[src/rtl/spi_ram_ctrl_if.sv]
// rtl/spi_ram_ctrl_if.sv - frame/read-data bundle between the SPI slave and the RAM controller
// master: SPI slave side (drives frames), slave: RAM controller side (drives read data).
interface spi_ram_ctrl_if;
   logic [9:0] din;
   logic       rx_valid;
   logic [7:0] dout;
   logic       tx_valid;

   modport master (output din, output rx_valid, input dout, input tx_valid);
   modport slave  (input din, input rx_valid, output dout, output tx_valid);
endinterface

[src/rtl/spi_ram_ctrl.sv]
// rtl/spi_ram_ctrl.sv - command-decoding byte RAM behind an SPI slave
// Each rising edge of rx_valid executes one 2-bit command from the frame.
module spi_ram_ctrl #(
   parameter int MEM_DEPTH = 256,
   parameter int ADDR_SIZE = 8,
   parameter int AUTO_INC  = 0
) (
   input  logic          clk,
   input  logic          rst,
   spi_ram_ctrl_if.slave bus
);
   localparam logic [1:0] CMD_WR_ADDR = 2'b00;
   localparam logic [1:0] CMD_WR_DATA = 2'b01;
   localparam logic [1:0] CMD_RD_ADDR = 2'b10;
   localparam logic [1:0] CMD_RD_DATA = 2'b11;

   logic [7:0]           mem_q [MEM_DEPTH];
   logic [ADDR_SIZE-1:0] wr_addr_q, wr_addr_d;
   logic [ADDR_SIZE-1:0] rd_addr_q, rd_addr_d;
   logic [7:0]           dout_q, dout_d;
   logic                 tx_valid_q, tx_valid_d;
   logic                 rx_valid_q;
   logic                 accept;
   logic                 mem_we;
   logic [ADDR_SIZE-1:0] payload_addr;

   // rx_valid_q resets high so a frame already present at reset release is ignored.
   assign accept       = bus.rx_valid & ~rx_valid_q;
   assign payload_addr = bus.din[ADDR_SIZE-1:0];

   always_comb begin
      wr_addr_d  = wr_addr_q;
      rd_addr_d  = rd_addr_q;
      dout_d     = dout_q;
      tx_valid_d = tx_valid_q;
      mem_we     = 1'b0;
      if (accept) begin
         case (bus.din[9:8])
            CMD_WR_ADDR: begin
               wr_addr_d  = payload_addr;
               tx_valid_d = 1'b0;
            end
            CMD_WR_DATA: begin
               mem_we     = 1'b1;
               tx_valid_d = 1'b0;
               if (AUTO_INC != 0) wr_addr_d = wr_addr_q + ADDR_SIZE'(1);
            end
            CMD_RD_ADDR: begin
               rd_addr_d  = payload_addr;
               tx_valid_d = 1'b0;
            end
            default: begin
               dout_d     = mem_q[rd_addr_q];
               tx_valid_d = 1'b1;
               if (AUTO_INC != 0) rd_addr_d = rd_addr_q + ADDR_SIZE'(1);
            end
         endcase
      end
   end

   always_ff @(posedge clk or posedge rst) begin
      if (rst) begin
         wr_addr_q  <= '0;
         rd_addr_q  <= '0;
         dout_q     <= 8'h00;
         tx_valid_q <= 1'b0;
         rx_valid_q <= 1'b1;
      end else begin
         wr_addr_q  <= wr_addr_d;
         rd_addr_q  <= rd_addr_d;
         dout_q     <= dout_d;
         tx_valid_q <= tx_valid_d;
         rx_valid_q <= bus.rx_valid;
      end
   end

   // Memory contents survive reset.
   always_ff @(posedge clk) begin
      if (mem_we) mem_q[wr_addr_q] <= bus.din[7:0];
   end

   assign bus.dout     = dout_q;
   assign bus.tx_valid = tx_valid_q;
endmodule

[src/flat_wrapper.sv]
// flat-port wrapper written by rule: the top's interface ports become plain ports
module spi_ram_ctrl_flat 
#(
   parameter int MEM_DEPTH = 256,
   parameter int ADDR_SIZE = 8,
   parameter int AUTO_INC  = 0
)
  (clk, rst, bus_din, bus_rx_valid, bus_dout, bus_tx_valid);
  spi_ram_ctrl_if bus_i ();
  input  logic clk;
  input  logic rst;
  input wire logic [$bits(bus_i.din)-1:0] bus_din;
  input wire logic [$bits(bus_i.rx_valid)-1:0] bus_rx_valid;
  output wire logic [$bits(bus_i.dout)-1:0] bus_dout;
  output wire logic [$bits(bus_i.tx_valid)-1:0] bus_tx_valid;
  assign bus_i.din = bus_din;
  assign bus_i.rx_valid = bus_rx_valid;
  assign bus_dout = bus_i.dout;
  assign bus_tx_valid = bus_i.tx_valid;
  spi_ram_ctrl #(.MEM_DEPTH(MEM_DEPTH), .ADDR_SIZE(ADDR_SIZE), .AUTO_INC(AUTO_INC)) u_core (.clk(clk), .rst(rst), .bus(bus_i));
endmodule
[config.mk]
export PLATFORM = sky130hd
export DESIGN_NAME = spi_ram_ctrl_flat
export DESIGN_NICKNAME = d
export VERILOG_FILES = /design/src/rtl/spi_ram_ctrl_if.sv /design/src/rtl/spi_ram_ctrl.sv /design/src/flat_wrapper.sv
export SDC_FILE = /design/constraint.sdc
export NUM_CORES = 2
export LEC_CHECK = 0
export ABC_AREA = 0
export BUFFER_PORTS_ARGS = -buffer_cell sky130_fd_sc_hd__buf_2
export CORE_ASPECT_RATIO = 1.25
export CORE_MARGIN = 2
export CORE_UTILIZATION = 57
export CTS_BUF_LIST = sky130_fd_sc_hd__clkbuf_16
export DETAILED_ROUTE_END_ITERATION = 10
export GPL_ROUTABILITY_DRIVEN = 0
export PLACE_DENSITY = 0.75
export SETUP_SLACK_MARGIN = 0.3
export SLEW_MARGIN = 15
export SYNTH_ARGS = -nofsm -noshare
export SYNTH_HDL_FRONTEND = slang
export SYNTH_SLANG_ARGS = --single-unit
[constraint.sdc]
create_clock -name clk -period 2.5 [get_ports clk]
set_input_delay 0.5 -clock clk [delete_from_list [all_inputs] [get_ports clk]]
set_output_delay 0.5 -clock clk [all_outputs]
set_load 0.03 [all_outputs]
Word-level counts from Yosys, hierarchy flattened
Memory sizes are Yosys's and may differ from the RTL's. A register that Yosys moved wholly into a read port is not among the register bits.
Index checks and enable logic that the tools add are counted.
W data, S select, Z words.
Storage, ports and cells
  flip-flop bits (word level): 18
  memory bits (writable): 2048
  input port bits: 13
  output and inout bits: 9
  word-level logic and storage cells: 20
  memories kept: 1
Cells by class
  equality and inequality tests: 2
  muxes and demuxes: 5
  bitwise operators: 3
  reduce and logical (&&, ||, !) cells: 5
Memory list
  u_core.mem_q: words 256, width 8, read ports 1, clocked after Yosys merged registers in 1, write ports 1, line spi_ram_ctrl.sv:17  | logic [7:0] mem_q [MEM_DEPTH];
Operators with widths (number)
  $reduce_and A2 Y1: 3
  $mux W1: 5
  $reduce_or A3 Y1: 1
  $eq A2 B1 Y1 const B: 1
  $eq A2 B2 Y1 const B: 1
  $logic_not A2 Y1: 1
  $not A1 Y1: 2
  $and A1 B1 Y1: 1

Longest topological paths before layout
  depth after elaboration: 5
  gate-level depth with buffers: 13
  mapped depth without buffers: 7

Worst setup path after synthesis
No wires, ideal clock.
  kind: input port to flip-flop
  from: input port bus_rx_valid
  to: memory u_core.mem_q[160][0], enable pin
  setup time: 370 ps
  data arrival time: 2222 ps
  required time: 2130 ps
  slack: -92 ps
  stages: 7
  path through: nor2b_1 -> nand2_1 -> nor2_1 -> and2_1 -> nand2_1 -> clkbuf_1 -> nor2_1
Between the ends
  word-level cells in the longest chain between the ends: 4
RTL lines
  from (decl): line flat_wrapper.sv:13  | input wire logic [$bits(bus_i.rx_valid)-1:0] bus_rx_valid;
  $and A1 B1 Y1: line spi_ram_ctrl.sv:28  | assign accept = bus.rx_valid & ~rx_valid_q;
  $mux W1: line spi_ram_ctrl.sv:37  | if (accept) begin
  $mux W1: line spi_ram_ctrl.sv:79  | if (mem_we) mem_q[wr_addr_q] <= bus.din[7:0];
  $mux W1 (implied by the code): line spi_ram_ctrl.sv:79
  to (decl): line spi_ram_ctrl.sv:17
Every way passes these cells.

==> reports/results.ini <==
[detailed_routing]
route.detailed.drc = 0
first_pass_iters = 6
dr_total_vias = 46000
drtIter0Drc = 6432
wire_per_inst_um = 33.4
wirelength_mm = 228
ant_nets = 0
routed_via_density = 6.73

[grt]
grt_use_total = 0.312
antenna_found_initial = 4
grt_pass1_wl_mm = 322
grt_overflow = 0
grt_max_degree = 103
grt_pass1_vias = 45900

[critical_path]
r2r-end = u_core.bus.dout[0]$_DFFE_PP0P_
reg2reg_slack_ps = -790
path_max_fanout = 4
critical_path_required_ps = 3240
worstRegToRegCells = 9
critPathCapture = u_core.bus.dout[0]$_DFFE_PP0P_
end_kind = register
crit_type = reg2reg
crit_start = u_core.rd_addr_q[0]$_DFFE_PP0P_
start_kind = register
arrival_ps = 4030
rr_startpoint = u_core.rd_addr_q[0]$_DFFE_PP0P_

[cts]
clock_path_buffers = 3
clkSinkCount = 2074
root_buffer = clkbuf_16
cts.reportedPaths.clkPinSlew_ps = 70
h-tree-depth = 4
insertion_delay_ps = 840
cts_tree = done
cts_made_buffers = 181

[yosys]
synthCells = 4020
syn_area_per_cell_sq_um = 20.1
yosysTopAreaCell = edfxtp_1
synthTopCellsByArea = edfxtp_1 76%, mux4_2 9.3%, mux2i_1 3.9%
yosysTopAreaCellShare = 0.760
synth_warnings = 0
syn_area_sq_um = 80900
synth_edf_count = 2048
synthArstFlopShare = 0.0125
ys_ff_latch = 2074
synthFlopType = edfxtp_1
ys_seq_area_frac = 0.768
syn_nets = 4033
synth.distinct_cells = 60

[timing]
fmax_ghz = 0.304
rsz0062_at_grt = true
finalSetupViolCount = 8
slew_violations = 0
slew_headroom = 0.348
tightest_slew_ps = 978
finalClockSkew_ps = 40.9
min_period_over_period = 1.32
final_hold_viol_count = 0
period_minus_slack_ps = 3290
setup_ws_ps = -794

[job]
max-cap-violations = 0

[cells_and_area]
layout.cells.non_filler = 6837
fin_nets = 4825
drive_gt1_frac = 0.378
stdcell_area_sq_um = 100000
area_growth_pct = 24.1

[power]
netSwitchingFraction = 0.259
vdd_drop_max_uv = 743
sequentialPowerShare = 0.465
leakage_nw = 32.8
intPower_w = 0.0615
p_per_area_nw_per_um2 = 826
power_frac_comb = 0.193
clockPowerShare = 0.342
power.switching_w = 0.0215

[run_status]
violations = negative setup slack
status = finished with violations

[placed_design]
portBuffers = 21
placed_cells = 6384
dp_hpwl_mm = 140
placed_cell_area_sq_um = 91300

[floorplanning]
rows = 154
die_area_sq_um = 145000
start_util = 0.574
io_pins = 22
die_w_um = 341
die_h_um = 425
coreArea_sq_um = 141000

[hold_path]
hold_path.class = in2reg

[cell usage after synthesis, drive strengths merged, types with 7 or more instances]
master and n:
edfxtp 2048, mux4 364, mux2i 315, nor2 292
buf 134, o22ai 121, nand2 115, clkbuf 113
a22oi 67, a211oi 57, o221ai 48, a21oi 45
o21ai 44, nand3 38, nor3 34, dfrtp 25
a31oi 22, mux2 17, nor2b 13, or3 12
nand4 11, a22o 9, nor4 9, a2111oi 7
[cell type report]
cell class,instances,area [sq um]
inverter,4,17.5
clock inverter,147,1320
tap,1872,2340
sequential,2074,62200
multi-input combinational,1695,19600
clock buffer,187,4680
fill,7566,40500
timing repair buffer,856,10200
antenna,2,5.00
[per-layer routing]
metal | vias to the layer above | part of all wire | global-route usage
li1 | 18300 | - | -
met1 | 23700 | 0.34 | 0.402
met2 | 3367 | 0.50 | 0.513
met3 | 673 | 0.10 | 0.0587
met4 | 0 | 0.061 | 0.161
met5 | - | 0 | 0
[cell usage in the layout (no fill, tap or decap), types with 15 or more instances in the layout]
cell type	n
a211oi_1	39
mux2i_1	303
a211oi_2	15
dfrtp_1	17
nand3_2	16
buf_12	237
clkinv_1	33
bufinv_16	23
nor3_1	25
clkbuf_16	191
inv_1	40
a21oi_1	35
mux4_2	344
nand2_1	103
o22ai_1	113
buf_6	57
buf_16	15
edfxtp_1	2048
a22oi_1	51
clkinv_2	37
nor2_1	81
nor2_4	173
mux2_2	17
o221ai_1	36
o21ai_0	30
a22oi_2	16
buf_4	503
nor2_2	38
mux4_1	20
[worst max-delay path, cell delays in order (launching register included)]
cell and delay, ps:
dfrtp_4 530, buf_12 150, buf_16 140, buf_12 130, buf_8 110, mux4_2 420, mux2i_2 120, a211oi_4 460
nand4_1 720, o211ai_1 420
[state kept, by name, summed over array words and instances, names as in the netlist]
| name | count |
|---|---|
| u_core.bus.dout | 8 |
| u_core.bus.tx_valid | 1 |
| u_core.wr_addr_q | 8 |
| u_core.rd_addr_q | 8 |
| u_core.rx_valid_q | 1 |
| u_core.mem_q | 2048 |
[power by group through the flow]
stage / sequential (W) / combinational (W) / clock (W)
detailed placement: 0.0393 / 0.0136 / 0
CTS: 0.0385 / 0.0149 / 0.0284
global route: 0.0385 / 0.0165 / 0.0298
finish: 0.0386 / 0.0160 / 0.0284
global placement: 0.0393 / 0.0134 / 0
floorplan: 0.0393 / 0.00774 / 0
[logic make-up after synthesis]
kind of cell    after synthesis  synth area share
flops                      2074             0.768
mux                         696             0.144
simple gates                553            0.0294
compound gates              446            0.0379
buf+inv                     251            0.0202
[worst min-delay path by stage]
stage                     cells past startpoint                               to                            start  slack, ps
after floorplan                               1  u_core.rd_addr_q[7]$_DFFE_PP0P_  u_core.rd_addr_q[7]$_DFFE_PP0P_        500
after global placement                        2   u_core.bus.dout[7]$_DFFE_PP0P_   u_core.bus.dout[7]$_DFFE_PP0P_        500
after detailed placement                      2   u_core.bus.dout[7]$_DFFE_PP0P_   u_core.bus.dout[7]$_DFFE_PP0P_        510
after CTS                                     4  u_core.bus.tx_valid$_DFFE_PP0P_                       bus_din[9]        190
after global routing                          4  u_core.bus.tx_valid$_DFFE_PP0P_                       bus_din[9]        240
final                                         1   u_core.mem_q[185][0]$_DFFE_PP_                       bus_din[0]        250
[through the flow]
| step | hold slack [ps] | total power [W] | TNS, ps | util | setup WS (ps) |
|---|---|---|---|---|---|
| finish | 247 | 0.0830 | -4580 | 0.713 | -794 |
| global route | 239 | 0.0848 | -4780 | 0.713 | -811 |
| CTS | 190 | 0.0819 | -3400 | 0.705 | -642 |
| detailed placement | 514 | 0.0529 | -9180 | 0.648 | -1460 |
| global placement | 500 | 0.0527 | -8490 | 0.648 | -1360 |
| floorplan | 495 | 0.0471 | 0 | - | 174 |
[what timing repair did]
item | CTS | global route
setup buffers | 53 | 45
hold buffers | 2 | 0
setup endpoints to repair | 1463 | 944
gates resized for setup | 240 | 137
gates cloned | 13 | 4
pin swaps | 69 | 74
endpoints found under the hold margin | 9 | 0
Power figures use the tool's default switching activity.
